`config.mk`:
```
export PLATFORM = sky130hd
export DESIGN_NAME = kv_line_fetch_arbiter
export DESIGN_NICKNAME = d
export VERILOG_FILES = /design/src/rtl/kv_pkg.sv /design/src/rtl/kv_rr_arbiter.sv /design/src/rtl/kv_line_fetch_arbiter.sv
export SDC_FILE = /design/constraint.sdc
export NUM_CORES = 1
export LEC_CHECK = 0
export ABC_AREA = 1
export BUFFER_PORTS_ARGS = -buffer_cell sky130_fd_sc_hd__buf_2
export CORE_AREA = 5 5 188 190
export DETAILED_ROUTE_END_ITERATION = 12
export DIE_AREA = 0 0 193 195
export SYNTH_ARGS = -nofsm -noshare
export SYNTH_HDL_FRONTEND = slang
export SYNTH_SLANG_ARGS = --single-unit
```
`constraint.sdc`:
```
create_clock -name i_clk -period 1.6 [get_ports i_clk]
set_clock_uncertainty 0.1 [all_clocks]
set_input_delay 0.48 -clock i_clk [delete_from_list [all_inputs] [get_ports i_clk]]
set_output_delay 0.48 -clock i_clk [all_outputs]
set_load 0.02 [all_outputs]
```
`src/rtl/kv_pkg.sv`:
```
// Shared types for the line-fetch arbiter: FSM state encoding and line container.
package kv_pkg;

    localparam int KV_LINE_SIZE  = 4;
    localparam int KV_DATA_WIDTH = 32;

    typedef enum logic [1:0] {
        IDLE = 2'd0,
        REQ  = 2'd1,
        WAIT = 2'd2,
        RESP = 2'd3
    } kv_arb_state_t;

    typedef logic [KV_LINE_SIZE-1:0][KV_DATA_WIDTH-1:0] kv_line_t;

endpackage

```
`src/rtl/kv_rr_arbiter.sv`:
```
// Round-robin grant selector; the pointer advances past the winner only when
// enabled and a grant is actually issued.
module kv_rr_arbiter #(
    parameter int REQ_NUM = 2,
    parameter int IDX_W   = (REQ_NUM > 1) ? $clog2(REQ_NUM) : 1
) (
    input  logic               i_clk,
    input  logic               i_rstn,
    input  logic [REQ_NUM-1:0] i_req,
    input  logic               i_en,
    output logic [REQ_NUM-1:0] o_gnt,
    output logic [IDX_W-1:0]   o_gnt_idx,
    output logic               o_gnt_valid
);

    logic [IDX_W-1:0]   ptr_q, ptr_d;
    logic [REQ_NUM-1:0] req_hi_s;
    logic [IDX_W-1:0]   idx_hi_s, idx_all_s;

    // Search requesters at/above the pointer first, then wrap to the lowest index.
    always_comb begin
        req_hi_s  = '0;
        idx_hi_s  = '0;
        idx_all_s = '0;
        for (int i = 0; i < REQ_NUM; i++) begin
            req_hi_s[i] = i_req[i] && (IDX_W'(i) >= ptr_q);
        end
        for (int i = REQ_NUM - 1; i >= 0; i--) begin
            idx_hi_s  = req_hi_s[i] ? IDX_W'(i) : idx_hi_s;
            idx_all_s = i_req[i]    ? IDX_W'(i) : idx_all_s;
        end
        o_gnt_valid = i_en && (|i_req);
        o_gnt_idx   = (|req_hi_s) ? idx_hi_s : idx_all_s;
        o_gnt       = '0;
        for (int i = 0; i < REQ_NUM; i++) begin
            o_gnt[i] = o_gnt_valid && (o_gnt_idx == IDX_W'(i));
        end
        if (o_gnt_valid) begin
            ptr_d = (o_gnt_idx == IDX_W'(REQ_NUM - 1)) ? '0 : (o_gnt_idx + IDX_W'(1));
        end else begin
            ptr_d = ptr_q;
        end
    end

    // Pointer register.
    always_ff @(posedge i_clk or negedge i_rstn) begin
        if (!i_rstn) begin
            ptr_q <= '0;
        end else begin
            ptr_q <= ptr_d;
        end
    end

endmodule

```
`src/rtl/kv_line_fetch_arbiter.sv`:
```
// Shares one line-granular memory read port between REQ_NUM cache fill requesters,
// one transaction outstanding, returned line routed back to the granted requester.
module kv_line_fetch_arbiter
    import kv_pkg::*;
#(
    parameter int ADDR_WIDTH     = 32,
    parameter int DATA_WIDTH     = 32,
    parameter int LINE_SIZE      = 4,
    parameter int REQ_NUM        = 2,
    parameter int TIMEOUT_CYCLES = 255
) (
    input  logic                                            i_clk,
    input  logic                                            i_rstn,
    input  logic [REQ_NUM-1:0][ADDR_WIDTH-1:0]              i_req_addr,
    input  logic [REQ_NUM-1:0]                              i_req_valid,
    output logic [REQ_NUM-1:0]                              o_req_ready,
    output logic [REQ_NUM-1:0][LINE_SIZE-1:0][DATA_WIDTH-1:0] o_rsp_data,
    output logic [REQ_NUM-1:0]                              o_rsp_valid,
    input  logic [REQ_NUM-1:0]                              i_rsp_ready,
    output logic [ADDR_WIDTH-1:0]                           o_mem_addr,
    output logic                                            o_mem_valid,
    input  logic                                            i_mem_ready,
    input  logic [LINE_SIZE-1:0][DATA_WIDTH-1:0]            i_mem_data,
    input  logic                                            i_mem_valid,
    output logic                                            o_mem_ready,
    output logic                                            o_busy,
    output logic                                            o_timeout
);

    localparam int IDX_W = (REQ_NUM > 1) ? $clog2(REQ_NUM) : 1;
    localparam int CNT_W = $clog2(TIMEOUT_CYCLES + 1);
    localparam logic [CNT_W-1:0] CNT_MAX = CNT_W'(TIMEOUT_CYCLES);

    kv_arb_state_t                         state_q, state_d;
    logic [ADDR_WIDTH-1:0]                 addr_q, addr_d;
    logic [IDX_W-1:0]                      owner_q, owner_d;
    logic [LINE_SIZE-1:0][DATA_WIDTH-1:0]  line_q, line_d;
    logic [CNT_W-1:0]                      cnt_q, cnt_d;
    logic                                  timeout_q, timeout_d;

    logic               arb_en_s;
    logic [REQ_NUM-1:0] gnt_s;
    logic [IDX_W-1:0]   gnt_idx_s;
    logic               gnt_valid_s;

    assign arb_en_s = (state_q == IDLE);

    kv_rr_arbiter #(
        .REQ_NUM (REQ_NUM),
        .IDX_W   (IDX_W)
    ) u_rr_arbiter (
        .i_clk       (i_clk),
        .i_rstn      (i_rstn),
        .i_req       (i_req_valid),
        .i_en        (arb_en_s),
        .o_gnt       (gnt_s),
        .o_gnt_idx   (gnt_idx_s),
        .o_gnt_valid (gnt_valid_s)
    );

    // Transaction FSM: grant -> present to memory -> await line -> hand back.
    always_comb begin
        state_d   = state_q;
        addr_d    = addr_q;
        owner_d   = owner_q;
        line_d    = line_q;
        cnt_d     = cnt_q;
        timeout_d = timeout_q;
        case (state_q)
            IDLE: begin
                if (gnt_valid_s) begin
                    addr_d  = i_req_addr[gnt_idx_s];
                    owner_d = gnt_idx_s;
                    state_d = REQ;
                end else begin
                    state_d = IDLE;
                end
            end
            REQ: begin
                if (i_mem_ready) begin
                    cnt_d   = '0;
                    state_d = WAIT;
                end else begin
                    state_d = REQ;
                end
            end
            WAIT: begin
                if (i_mem_valid) begin
                    line_d  = i_mem_data;
                    state_d = RESP;
                end else begin
                    // Saturating count; the flag is sticky and never releases the wait.
                    cnt_d = (cnt_q != CNT_MAX) ? (cnt_q + CNT_W'(1)) : cnt_q;
                    if (cnt_d == CNT_MAX) begin
                        timeout_d = 1'b1;
                    end else begin
                        timeout_d = timeout_q;
                    end
                end
            end
            RESP: begin
                if (i_rsp_ready[owner_q]) begin
                    state_d = IDLE;
                end else begin
                    state_d = RESP;
                end
            end
            default: begin
                state_d = IDLE;
            end
        endcase
    end

    // State and datapath registers.
    always_ff @(posedge i_clk or negedge i_rstn) begin
        if (!i_rstn) begin
            state_q   <= IDLE;
            addr_q    <= '0;
            owner_q   <= '0;
            line_q    <= '0;
            cnt_q     <= '0;
            timeout_q <= 1'b0;
        end else begin
            state_q   <= state_d;
            addr_q    <= addr_d;
            owner_q   <= owner_d;
            line_q    <= line_d;
            cnt_q     <= cnt_d;
            timeout_q <= timeout_d;
        end
    end

    assign o_req_ready = gnt_s;
    assign o_mem_addr  = addr_q;
    assign o_mem_valid = (state_q == REQ);
    assign o_mem_ready = (state_q == WAIT);
    assign o_busy      = (state_q != IDLE);
    assign o_timeout   = timeout_q;
    assign o_rsp_data  = {REQ_NUM{line_q}};

    // Response valid is steered to the owner only.
    always_comb begin
        o_rsp_valid = '0;
        if (state_q == RESP) begin
            o_rsp_valid[owner_q] = 1'b1;
        end else begin
            o_rsp_valid = '0;
        end
    end

endmodule

```
======== After elaboration in Yosys (flattened, before gate mapping) ========
Cells that the tools add are included.
W data, S select, Z words.
word-level totals
  register bits after elaboration ......... 173
  bits in latches ......................... 0
  bits in writable memories ............... 0
  bits in read-only memories .............. 0
  input bits .............................. 200
  output and inout bits ................... 296
  logic and storage cells ................. 64
  memories ................................ 0
cells by class
  $add $sub $neg .......................... 2
  multiply operators ...................... 0
  div/mod/pow operators ................... 0
  order comparisons ....................... 5
  equality and inequality tests ........... 8
  shift operators ......................... 0
  multiplexer cells ....................... 22
  bitwise logic cells ..................... 2
  reduce and logical (&&, ||, !) cells .... 15
operators with widths
  kind                   count
  $mux W32               2
  $mux W8                3
  $pmux W8 S2            1
  $mux W1                10
  $add A8 B1 Y8 const B  1
  $eq A8 B8 Y1 const B   1
  $mux W2                4
  $ne A8 B8 Y1 const B   1
  $pmux W2 S4            1
  $logic_and A1 B1 Y1    6
  $reduce_and A3 Y1      2
  $eq A2 B2 Y1 const B   2
  $lt A1 B2 Y1 const B   2
  $ne A2 B2 Y1 const B   2
  $reduce_and A2 Y1      2
  $reduce_bool A2 Y1     2
  $reduce_or A2 Y1       2
  $eq A2 B1 Y1 const B   1
  $ge A1 B1 Y1 const A   2
  $logic_not A2 Y1       1
  $ne A2 B1 Y1 const B   1
  $not A1 Y1             2
  $add A1 B1 Y1 const B  1
  $demux W1 S1           1
  $ge A1 B1 Y1 const B   1

======== Logic depth before layout (Yosys ltp) ========
Gate-level depths: netlist (run 1).
  depth after elaboration ................. 7
  mapped depth ............................ 11
  depth with buffers taken out ............ 11

======== Cells and area by module ========
From an unflattened synthesis (run 1), not the netlist that was laid out.
second synthesis, totals
  cell total of the unflattened synthesis .. 978
  area, all modules ....................... 8077.7 um^2
modules (own cells, without submodules)
  module                 times used  cells an instance  area each (um^2)  seq. area each (um^2)
  kv_line_fetch_arbiter  1           964                8000.2            4304.1
  kv_rr_arbiter          1           14                 77.6              25.0

======== Worst setup path after synthesis (run 1) ========
Ideal clock, no wire load.
  path kind ............................... reg2out
  start point ............................. register state_q[0]
  end point ............................... output o_req_ready[0]
  arrival time ............................ 1.191 ns
  required time ........................... 1.020 ns
  path slack .............................. -0.171 ns
  stages on the path, launching flop included .. 8
  path buffers ............................ 1
  cells stage by stage .................... dfrtp_1 -> inv_1 -> ha_1 -> o21ai_4 -> inv_2 -> nand2_1 -> inv_2 -> buf_2
on the way
  longest elaborated chain between the ends .. 3
RTL lines
  item                    RTL line                      RTL
  from (decl)             kv_line_fetch_arbiter.sv:34   kv_arb_state_t state_q, state_d;
  from (signal assigned)  kv_line_fetch_arbiter.sv:124  state_q <= state_d;
  $logic_not A2 Y1        kv_line_fetch_arbiter.sv:46   assign arb_en_s = (state_q == IDLE);
  $logic_and A1 B1 Y1     kv_rr_arbiter.sv:32           o_gnt_valid = i_en && (|i_req);
  $logic_and A1 B1 Y1     kv_rr_arbiter.sv:36           o_gnt[i] = o_gnt_valid && (o_gnt_idx == IDX_W'(i));
  to (decl)               kv_line_fetch_arbiter.sv:16   output logic [REQ_NUM-1:0] o_req_ready,
Every way passes these cells.

======== Final worst setup path (run 1) ========
Same ends and word-level chain as after synthesis.

==> results of run 1 <==
==> final cells by class <==
class                           count  area [um2]
Timing Repair Buffer              566        5115
Tap cell                          448       560.5
Clock buffer                       21       460.4
Inverter                           26       105.1
Sequential cell                   173        4369
Fill cell                        3224       20000
Multi-Input combinational cell    603        2559
Clock inverter                      9       115.1
==> kinds of logic after synthesis <==
kind of cell	count (synthesis)
AND/OR/NAND/NOR	575
buffers and inverters	191
flip-flops	173
AO/OA/AOI/OAI	21
adder cells (fa/ha/maj)	5
XOR/XNOR	2
==> metal layers <==
metal  routed length, um  global-route usage  vias up
li1                    -                   -     3672
met1               12680              0.1962     3631
met2               16540              0.2945      394
met3                3016             0.04946       39
met4                 780             0.05848        2
met5                  13                   0        -
==> critical path, stage by stage (launching register included) <==
cell and delay, ns:
dfrtp_1 0.39, inv_2 0.08, ha_4 0.16, o21ai_4 0.06
inv_2 0.07, nand2_4 0.06, inv_4 0.08, buf_6 0.12
==> cell usage after synthesis, drive strengths merged <==
library cell | instances | area share
o211ai | 1 | 0.00094
o22ai | 2 | 0.0016
clkinv | 1 | 0.00047
inv | 25 | 0.012
clkbuf | 16 | 0.0075
nor2 | 15 | 0.010
nand3 | 40 | 0.025
o21ai | 14 | 0.011
o221ai | 1 | 0.0011
nand2 | 520 | 0.25
dfrtp | 173 | 0.54
ha | 5 | 0.0078
o21bai | 2 | 0.0019
buf | 149 | 0.13
a21oi | 1 | 0.00062
xor2 | 2 | 0.0022
==> where the power goes <==
| part | total (W) | internal (W) | switching [W] |
|---|---|---|---|
| clock | 0.00415 | 0.00237 | 0.00178 |
| sequential | 0.00925 | 0.00659 | 0.00266 |
| combinational | 0.0189 | 0.00917 | 0.00969 |
| total | 0.0323 | 0.0181 | 0.0141 |
==> worst min path at each step <==
stage	from	endpoint	slack [ns]	cells past startpoint
2_1_floorplan	i_rstn	cnt_q[0]	0.08	0
3_3_place_gp	i_rstn	o_rsp_data[1]	0.33	1
3_5_place_dp	i_rstn	o_rsp_data[1]	0.34	1
4_1_cts	i_mem_data[46]	o_rsp_data[46]	0.09	3
5_1_grt	i_mem_data[43]	o_rsp_data[43]	0.11	3
6_report	i_mem_data[95]	o_rsp_data[95]	0.13	3
==> stage by stage <==
stage | worst slack [ns] | hold slack, ns | area, um2 | util | setup TNS [ns]
CTS | -0.4694 | 0.09474 | 13070 | 0.3926 | -20.52
detailed placement | -0.08294 | 0.3360 | 10240 | 0.3078 | -0.3284
global placement | -0.08553 | 0.3334 | 10240 | 0.3078 | -0.1552
floorplan | -0.06270 | 0.08441 | 8031 | - | -3.289
global route | -0.5208 | 0.1082 | 13280 | 0.3992 | -38.22
finish | -0.4366 | 0.1315 | 13280 | 0.3992 | -11.79
==> what timing repair did <==
action | CTS | global route
hold buffers | 1 | 0
gates resized for setup | 598 | 48
buffers inserted | 22 | 13
gates cloned | 6 | 0
hold endpoints to repair | 24 | 0
pin swaps | 2 | 0
endpoints found under the setup margin | 381 | 457
==> cells in the final DEF, fill, tap and decap left out, types with 2 or more instances in the layout <==
master      synthesis  routed
bufinv_16           0       2
o21bai_1            2       2
buf_16              0       5
bufbuf_16           0       5
ha_4                0       3
clkbuf_16           0      17
buf_2              20     202
nor2_2              4       4
dfrtp_2             0      32
dfrtp_1           173     141
nor2_4              2       4
inv_1              19      16
o22ai_1             2       2
buf_12              0       3
clkinvlp_4          0       2
clkinv_4            0       4
clkbuf_8            0       3
o21ai_1             5       6
buf_6               0     293
o21ai_0             7       4
xor2_1              2       2
nor2_1              9       7
clkbuf_1           16       2
inv_2               6       7
nand2_2             3       4
buf_4             128      56
nand2_4             1       3
nand3_1            40      39
o21ai_2             1       3
nand2_1           516     513
==> registers in the layout, summed over array words and instances, names as in the netlist <==
register,flops
u_rr_arbiter.ptr_q,1
state_q,2
o_timeout,1
cnt_q,8
o_mem_addr,32
owner_q,1
o_rsp_data,128
==> summary.md, run 1 <==
| Metric | Value |
|---|---|
| Status | complete, but fails checks |
| Failing checks | negative setup slack |
| Clock Pin Slew Worst Setup and Hold Paths | approximately 0.070 ns |
| Core area | 33280 um2 |
| CP endpoint | o_req_ready[0] |
| Crit end category | output port |
| Number of vias per cell | 4.192 |
| TritonRoute pass-1 iters | 4 |
| Static Leak | 7.139 nW |
| Initial antenna violation count | 2 |
| Layout cell share with drive strength beyond 1 | 0.4714 |
| IO Port Bufs | a little under 500 |
| Worst setup path startpoint | state_q[0] |
| # DRC | 0 |
| Number of library cell types mapped by synthesis | 26 |
| Final nets | 1592 |
| Reg2reg setup slack | -0.19 ns |
| Crit share post-route | 1.273 |
| Critical Path RT | 1.02 ns |
| CTS Buf Count | 17 |
| Mux cell area share after synthesis | 0 |
| Drt total wl | 33030 um |
| Final ANT Viol Nets | 0 |
| Antenna Cells | 0 |
| Clk buf depth | 2 |
| Compound-Gate Fraction of Synth Area | 0.01671 |
| GRT Resource Usage Total | 0.1686 |
| TritonCTS Sinks | 173 |
| Iter 0 DRT Violations | 266 |
| Synth Net Count | 1172 |
| Synth Area in Adders | 0.007806 |
| Fin. max-slew vios | 0 |
| Peak supply drop | 0.001347 V |
| Critical path peak fanout | 4 |
| Max_cap viols | 0 |
| Synthesized area per cell | between 8 and 9 um2 |
| H-tree depth | 4 |
| Worst setup SP type | flop |
| Xor and xnor area share after synthesis | 0.002186 |
| Setup slack after layout | -0.4366 ns |
| Die width | 193 um |
| Vias | between 7000 and 8000 |
| Non-filler cells, final | 1846 |
| Site Rows | 67 |
| Die area | about 38000 um2 |
| Final HPWL DP | around 23000 um |
| Crit path time final | 2.037 ns |
| Largest net degree at the start of global routing | 39 |
| Mapped Cells | just under 1000 |
| Register area share after synthesis | 0.5402 |
| Total power | 0.03226 W |
| Slew @ Worst Pin | 0.3779 ns |
| TritonCTS clock tree | done |
| Worst rel slew slack | 0.7480 |
| Syn Std Cell Area | between 8000 and 9000 um2 |
| R2R depth | 12 |
| Pwr Density | 2429 nW/um2 |
| Wire length per cell | around 18 um |
| RSZ-0062 raised after global routing | yes |
| Synthesized flop and latch total | 173 |
| CP arrival | 1.46 ns |
| Max Clk Rate | 491.0 MHz |
| Largest family of logic cells by synthesized area | simple AND/OR/NAND/NOR gates |
| Worst r2r src | state_q[0] |
| Clock root cell | clkbuf_16 |
| Final hold violation count | 0 |
| Overflow after GRT | 0 |
| Die H | slightly below 200 um |
| Vias in the first global route | 8070 |
| First-pass GRT wire length | 48470 um |
| HP Class | in -> reg |
| I/O Pins | 496 |
| Critical setup path kind | reg -> out |
| Area fraction in and, or, nand and nor cells after synthesis | 0.2806 |
| Inst Count DP | ~1800 |
| Worst skew pair latency | 0.44 ns |
| FF-to-FF End | state_q[0] |
| Yosys warnings | 0 |
| Area Overhead vs Synth | 65.76% |
| # setup viols final | 181 |
| Initial Utilization | 0.2408 |
| Placer Congestion | about 0.81 |
Note: power is estimated with default switching activity, not from simulation.
==> run 2: changes to the inputs <==
--- a/config.mk
+++ b/config.mk
@@ -5,11 +5,12 @@
 export SDC_FILE = /design/constraint.sdc
 export NUM_CORES = 1
 export LEC_CHECK = 0
-export ABC_AREA = 1
 export BUFFER_PORTS_ARGS = -buffer_cell sky130_fd_sc_hd__buf_2
-export CORE_AREA = 5 5 188 190
+export CORE_AREA = 5 5 189 191
 export DETAILED_ROUTE_END_ITERATION = 12
-export DIE_AREA = 0 0 193 195
+export DIE_AREA = 0 0 194 196
+export PLACE_DENSITY_LB_ADDON = 0.25
+export RECOVER_POWER = 100
 export SYNTH_ARGS = -nofsm -noshare
 export SYNTH_HDL_FRONTEND = slang
 export SYNTH_SLANG_ARGS = --single-unit
==> summary.md, run 2 <==
| Metric | Value |
|---|---|
| First-pass GRT wire length | 45020 um (was 48470 um) |
| Top cell type by total area after synthesis | dfrtp_1 (unchanged) |
| Clock root cell | clkbuf_16 (unchanged) |
| Slowest library cell on the worst path | dfrtp_1 (unchanged) |
| GRT Resource Usage Total | 0.1532 (was 0.1686) |
| Count leader, synth | dfrtp_1 (was nand2_1) |
| Critical Path RT | 1.02 ns (about the same) |
| Synth area leaders | dfrtp_1 (52%), mux2_4 (18%), buf_4 (12%) (was dfrtp_1 (54%), nand2_1 (24%), buf_4 (12%)) |
| Share of the synthesized area in the top cell type | 0.5220 (was 0.5402) |
| I/O Pins | 496 (unchanged) |
| TritonRoute pass-1 iters | 7 (was 4) |
| Final hold violation count | 0 (unchanged) |
| Synth Area in Adders | 0.007544 (was 0.007806) |
| Slew @ Worst Pin | 1.054 ns (was 0.3779 ns) |
| Die width | 194 um (was 193 um) |
| Most frequent cells in the layout | buf_6 (299), buf_2 (205), dfrtp_1 (148) (was nand2_1 (513), buf_6 (293), buf_2 (202)) |
| Reg2reg setup slack | -0.30 ns (was -0.19 ns) |
| Area fraction in and, or, nand and nor cells after synthesis | 0.02535 (was 0.2806) |
| Initial Utilization | 0.2443 (was 0.2408) |
| Xor and xnor area share after synthesis | 0 (was 0.002186) |
| Mux cell area share after synthesis | 0.2206 (was 0) |
| Syn Std Cell Area | 8293 um2 (was 8014 um2) |
| Worst rel slew slack | 0.2976 (was 0.7480) |
| Layout cell share with drive strength beyond 1 | 0.7591 (was 0.4714) |
| # DRC | 0 (unchanged) |
| Synth Net Count | 803 (was 1172) |
| TritonCTS clock tree | done (unchanged) |
| Critical setup path kind | reg -> out (unchanged) |
| Peak supply drop | 0.001363 V (was 0.001347 V) |
| Final HPWL DP | 21130 um (was 23380 um) |
| Pwr Density | 2315 nW/um2 (was 2429 nW/um2) |
| CP endpoint | o_req_ready[0] (unchanged) |
| Number of library cell types mapped by synthesis | 42 (was 26) |
| Register area share after synthesis | 0.5220 (was 0.5402) |
| Max Clk Rate | 488.7 MHz (was 491.0 MHz) |
| Wire length per cell | 19.70 um (was 17.89 um) |
| Largest family of logic cells by synthesized area | multiplexers (was simple AND/OR/NAND/NOR gates) |
| Compound-Gate Fraction of Synth Area | 0.06699 (was 0.01671) |
| TritonCTS Sinks | 173 (unchanged) |
| Levels on crit path | 5 (was 7) |
| Iter 0 DRT Violations | 292 (was 266) |
| Largest net degree at the start of global routing | 57 (was 39) |
| RSZ-0062 raised after global routing | yes (unchanged) |
| Worst skew pair latency | 0.43 ns (was 0.44 ns) |
| Area Overhead vs Synth | 75.21% (was 65.76%) |
| Die area | 38020 um2 (was 37640 um2) |
| Inst Count DP | 1446 (was 1774) |
| Crit path time final | 2.046 ns (was 2.037 ns) |
| Combinational share of power | 0.597 (was 0.585) |
| Setup TNS | -55.50 ns (was -11.79 ns) |
| Clock Pin Slew Worst Setup and Hold Paths | 0.07 ns (about the same) |
| Number of buffers and inverters on the critical path | 2 (was 4) |
| CTS Buf Count | 17 (unchanged) |
| Placer Congestion | 0.8515 (was 0.8073) |
| Clock power share | 0.133 (was 0.129) |
| Number of vias per cell | 4.171 (was 4.192) |
| IO Port Bufs | 495 (unchanged) |
| Delay-heaviest family, CP | flip-flops (unchanged) |
| FF-to-FF End | o_rsp_data[63] (was state_q[0]) |
| Synthesized flop and latch total | 173 (unchanged) |
| Static Leak | 7.643 nW (was 7.139 nW) |
| Final ANT Viol Nets | 0 (unchanged) |
| Worst setup path startpoint | state_q[0] (unchanged) |
| R2R depth | 9 (was 12) |
| Most common cell after layout, fill and taps aside | buf_6 (was nand2_1) |
| Fin. max-slew vios | 0 (unchanged) |
| Max reg flops | 128 (unchanged) |
| Internal Pwr Total | 0.02048 W (was 0.01812 W) |
| EDFF count, synth | 0 (unchanged) |
| Overflow after GRT | 0 (unchanged) |
| Max_cap viols | 0 (unchanged) |
| Status | complete, but fails checks (unchanged) |
| Yosys warnings | 0 (unchanged) |
| # setup viols final | 356 (was 181) |
| Vias | 6486 (was 7738) |
| Top FF cell, synth | dfrtp_1 (unchanged) |
| Post-synth top cells | dfrtp_1 (173), buf_4 (131), mux2_4 (98), inv_1 (37), a222oi_1 (32) (was nand2_1 (516), dfrtp_1 (173), buf_4 (128), nand3_1 (40), buf_2 (20)) |
| Mapped Cells | 598 (was 967) |
| Initial antenna violation count | 1 (was 2) |
| Sequential share of power | 0.270 (was 0.287) |
| HP Class | in -> reg (unchanged) |
| Non-filler cells, final | 1555 (was 1846) |
| CP arrival | 1.47 ns (was 1.46 ns) |
| Drt total wl | 30630 um (was 33030 um) |
| Failing checks | negative setup slack (unchanged) |
| Core Util, Final | 0.4280 (was 0.3992) |
| Clk buf depth | 2 (unchanged) |
| Vias in the first global route | 7259 (was 8070) |
| Site Rows | 68 (was 67) |
| Antenna Cells | 0 (unchanged) |
| Sw frac | 0.3910 (was 0.4383) |
| Die H | 196 um (was 195 um) |
| Psw | 0.01315 W (was 0.01414 W) |
| Synthesized area per cell | 13.87 um2 (was 8.287 um2) |
| FFs w/ async S/R, synth | 1.000 (unchanged) |
| Setup slack after layout | -0.4463 ns (was -0.4366 ns) |
| H-tree depth | 4 (unchanged) |
| Critical path peak fanout | 4 (unchanged) |
| Crit path cell chain | inv_2, ha_4, nand2_4, a21oi_4, buf_6 (was inv_2, ha_4, o21ai_4, inv_2, nand2_4, inv_4, buf_6) |
| Worst r2r src | state_q[0] (unchanged) |
| Slowest stage delay, CP | 0.41 ns (was 0.39 ns) |
| Final nets | 1294 (was 1592) |
| Core area | 33950 um2 (was 33280 um2) |
| Crit share post-route | 1.279 (was 1.273) |
| Worst setup SP type | flop (unchanged) |
| Crit end category | output port (unchanged) |
==> run 2: metal layers <==
metal  vias to the layer above  part of all wire  global-route usage
li1                       2966                 -                   -
met1                      3149              0.38              0.1764
met2                       341              0.52              0.2678
met3                        28             0.078             0.05238
met4                         2             0.019             0.05104
met5                         -           0.00042                   0
==> run 2: through the flow <==
| step | power [W] | area, um2 | hold WS [ns] | worst slack (ns) |
|---|---|---|---|---|
| floorplan | 0.01858 | 8353 | 0.08441 | -0.03253 |
| global placement | 0.02209 | 10750 | 0.2241 | -0.09866 |
| detailed placement | 0.02212 | 10750 | 0.2217 | -0.1154 |
| CTS | 0.03308 | 14220 | 0.1242 | -0.4825 |
| global route | 0.03521 | 14530 | 0.1329 | -0.5285 |
| finish | 0.03363 | 14530 | 0.1685 | -0.4463 |
==> run 2: power groups by stage <==
stage / clock network (W) / logic [W] / registers [W]
floorplan: 0 / 0.00821 / 0.0104
global placement: 0 / 0.0139 / 0.00823
detailed placement: 0 / 0.0139 / 0.00824
CTS: 0.00464 / 0.0194 / 0.00905
global route: 0.00480 / 0.0210 / 0.00938
finish: 0.00447 / 0.0201 / 0.00909
==> run 2: final cells by class <==
cell class	instances	area, um2
Inverter	37	141.4
Clock inverter	10	163.9
Sequential cell	173	4360
Timing Repair Buffer	626	5903
Multi-Input combinational cell	234	2935
Fill cell	3109	19420
Clock buffer	20	456.7
Tap cell	455	569.3
==> run 2: repair_timing <==
item	4_1_cts	5_1_grt
buffers inserted	50	31
endpoints found under the hold margin	29	0
hold buffers	1	0
gates cloned	11	4
setup endpoints to repair	428	455
gates resized for setup	665	72
pin swaps	32	12
==> run 2: cells by family after synthesis <==
family,count (synthesis)
AO/OA/AOI/OAI,65
flip-flops,173
adder cells (fa/ha/maj),5
AND/OR/NAND/NOR,34
multiplexers,130
buffers and inverters,191
==> run 2: worst min path at each step <==
| stage | end | cells past startpoint | slack (ns) | startpoint |
|---|---|---|---|---|
| 3_5_place_dp | o_rsp_data[53] | 1 | 0.22 | i_rstn |
| 6_report | o_rsp_data[37] | 2 | 0.17 | i_mem_data[37] |
| 4_1_cts | o_rsp_data[43] | 2 | 0.12 | i_mem_data[43] |
| 3_3_place_gp | o_rsp_data[54] | 1 | 0.22 | i_rstn |
| 5_1_grt | o_rsp_data[37] | 2 | 0.13 | i_mem_data[37] |
| 2_1_floorplan | cnt_q[0] | 0 | 0.08 | i_rstn |
==> run 3: changes to the inputs <==
--- a/config.mk
+++ b/config.mk
@@ -6,11 +6,11 @@
 export NUM_CORES = 1
 export LEC_CHECK = 0
 export BUFFER_PORTS_ARGS = -buffer_cell sky130_fd_sc_hd__buf_2
-export CORE_AREA = 5 5 189 191
+export CORE_AREA = 2 2 191 193
 export DETAILED_ROUTE_END_ITERATION = 12
-export DIE_AREA = 0 0 194 196
+export DIE_AREA = 0 0 193 195
 export PLACE_DENSITY_LB_ADDON = 0.25
-export RECOVER_POWER = 100
+export RECOVER_POWER = 25
 export SYNTH_ARGS = -nofsm -noshare
 export SYNTH_HDL_FRONTEND = slang
 export SYNTH_SLANG_ARGS = --single-unit
==> summary.md, run 3 (synthesis results as in run 2) <==
| Metric | Value |
|---|---|
| Placer Congestion | 0.7866 (was 0.8515) |
| Critical Path RT | 1.02 ns (about the same) |
| Max Clk Rate | 486.9 MHz (was 488.7 MHz) |
| CTS Buf Count | 17 (unchanged) |
| Critical path peak fanout | 3 (was 4) |
| Number of buffers and inverters on the critical path | 2 (unchanged) |
| Area Overhead vs Synth | 75.71% (was 75.21%) |
| Crit share post-route | 1.284 (was 1.279) |
| Most common cell after layout, fill and taps aside | buf_6 (unchanged) |
| Fin. max-slew vios | 0 (unchanged) |
| Clk buf depth | 2 (unchanged) |
| # setup viols final | 212 (was 356) |
| Peak supply drop | 0.001258 V (was 0.001363 V) |
| Setup slack after layout | -0.4539 ns (was -0.4463 ns) |
| Slew @ Worst Pin | 0.4984 ns (was 1.054 ns) |
| Crit path time final | 2.054 ns (was 2.046 ns) |
| CP arrival | 1.47 ns (about the same) |
| Failing checks | negative setup slack (unchanged) |
| Final HPWL DP | 18500 um (was 21130 um) |
| GRT Resource Usage Total | 0.1381 (was 0.1532) |
| Hold_ws | 0.1640 ns (was 0.1685 ns) |
| Layout cell share with drive strength beyond 1 | 0.7608 (was 0.7591) |
| Iter 0 DRT Violations | 206 (was 292) |
| Critical setup path kind | reg -> out (unchanged) |
| Setup TNS | -34.12 ns (was -55.50 ns) |
| Delay-heaviest family, CP | flip-flops (unchanged) |
| TritonCTS Sinks | 173 (unchanged) |
| Initial Utilization | 0.2343 (was 0.2443) |
| Worst skew pair latency | 0.43 ns (about the same) |
| Die width | 193 um (was 194 um) |
| Final hold violation count | 0 (unchanged) |
| Final nets | 1308 (was 1294) |
| Vias | 6499 (was 6486) |
| Antenna Cells | 0 (unchanged) |
| RSZ-0062 raised after global routing | yes (unchanged) |
| Clock root cell | clkbuf_16 (unchanged) |
| IO Port Bufs | 495 (unchanged) |
| # DRC | 0 (unchanged) |
| Worst setup SP type | flop (unchanged) |
| Slowest library cell on the worst path | dfrtp_1 (unchanged) |
| TritonRoute pass-1 iters | 6 (was 7) |
| Pre-CTS WS | -0.1822 ns (was -0.1154 ns) |
| Worst rel slew slack | 0.6677 (was 0.2976) |
| Max_cap viols | 0 (unchanged) |
| Max reg flops | 128 (unchanged) |
| I/O Pins | 496 (unchanged) |
| Pwr Density | 2292 nW/um2 (was 2315 nW/um2) |
| Die H | 195 um (was 196 um) |
| First-pass GRT wire length | 39480 um (was 45020 um) |
| Static Leak | 7.660 nW (was 7.643 nW) |
| Filler cells | 3294 (was 3109) |
| Wire length per cell | 17.36 um (was 19.70 um) |
| Initial antenna violation count | 1 (unchanged) |
| TritonCTS clock tree | done (unchanged) |
| Number of vias per cell | 4.121 (was 4.171) |
| Status | complete, but fails checks (unchanged) |
| Drt total wl | 27380 um (was 30630 um) |
| Clock Pin Slew Worst Setup and Hold Paths | 0.07 ns (about the same) |
| Vias in the first global route | 6735 (was 7259) |
| Core area | 35400 um2 (was 33950 um2) |
| Slowest stage delay, CP | 0.42 ns (was 0.41 ns) |
| Most frequent cells in the layout | buf_6 (303), buf_2 (201), dfrtp_1 (156) (was buf_6 (299), buf_2 (205), dfrtp_1 (148)) |
| Final ANT Viol Nets | 0 (unchanged) |
| Crit path cell chain | buf_4, ha_4, and2_1, buf_2 (was inv_2, ha_4, nand2_4, a21oi_4, buf_6) |
| Crit end category | output port (unchanged) |
| Overflow after GRT | 0 (unchanged) |
| Die area | 37640 um2 (was 38020 um2) |
| Site Rows | 69 (was 68) |
| HP Class | in -> reg (unchanged) |
| Largest net degree at the start of global routing | 60 (was 57) |
| H-tree depth | 4 (unchanged) |
## run 3: area by class of cell
| type | count | area, um2 | area share |
|---|---|---|---|
| Inverter | 37 | 141.4 | 0.009703 |
| Multi-Input combinational cell | 236 | 3000 | 0.2059 |
| Clock inverter | 12 | 132.6 | 0.009102 |
| Tap cell | 461 | 576.8 | 0.03958 |
| Clock buffer | 20 | 466.7 | 0.03203 |
| Sequential cell | 173 | 4350 | 0.2986 |
| Timing Repair Buffer | 638 | 5903 | 0.4051 |
## run 3: report_power, final
part           internal (W)  leakage, nW  total (W)  switching, W
sequential          0.00649         2.10    0.00904       0.00255
combinational        0.0114         5.27     0.0201       0.00866
clock               0.00244        0.290    0.00428       0.00185
## run 3: path summary, 6_finish.rpt
check                          startpoint              end  slack [ns]  cells after the start
setup / recovery               state_q[1]   o_rsp_valid[1]       -0.45                      4
min in group asynchronous          i_rstn   o_mem_addr[28]        0.44                      2
max in group asynchronous          i_rstn  o_rsp_data[113]           0                      4
hold / removal             i_mem_data[84]   o_rsp_data[84]        0.16                      2
hold reg to reg            o_mem_addr[16]   o_mem_addr[16]        0.39                      2
setup reg to reg               state_q[0]  o_rsp_data[124]       -0.31                      9
## run 3: stage by stage
| stage | util | instances | total power, W | cell area (um2) |
|---|---|---|---|---|
| floorplan | - | 598 | 0.01858 | 8353 |
| global route | 0.4117 | 1577 | 0.03505 | 14570 |
| finish | 0.4117 | 1577 | 0.03340 | 14570 |
| CTS | 0.3952 | 1541 | 0.03211 | 13990 |
| detailed placement | 0.3032 | 1449 | 0.02187 | 10730 |
| global placement | 0.3032 | 1449 | 0.02182 | 10730 |
## run 3: routing by layer
| layer | wire, um | GRT usage |
|---|---|---|
| met5 | 13 | 0 |
| met4 | 447 | 0.03984 |
| met3 | 2376 | 0.04637 |
| met2 | 13840 | 0.2344 |
| met1 | 10710 | 0.1650 |
## run 3: worst register-to-register path: cells and delay by family (launching register included)
kind	cells	cell delay (ns)
adder cells (fa/ha/maj)	1	0.13
buffers and inverters	6	0.77
multiplexers	1	0.29
flip-flops	1	0.40
AND/OR/NAND/NOR	1	0.09
## run 3: timing repair
action | 4_1_cts | 5_1_grt
setup buffers | 47 | 42
endpoints found under the setup margin | 435 | 466
hold buffers | 1 | 0
gates cloned | 13 | 1
gates resized for setup | 593 | 123
hold endpoints to repair | 25 | 0
pin swaps | 37 | 16
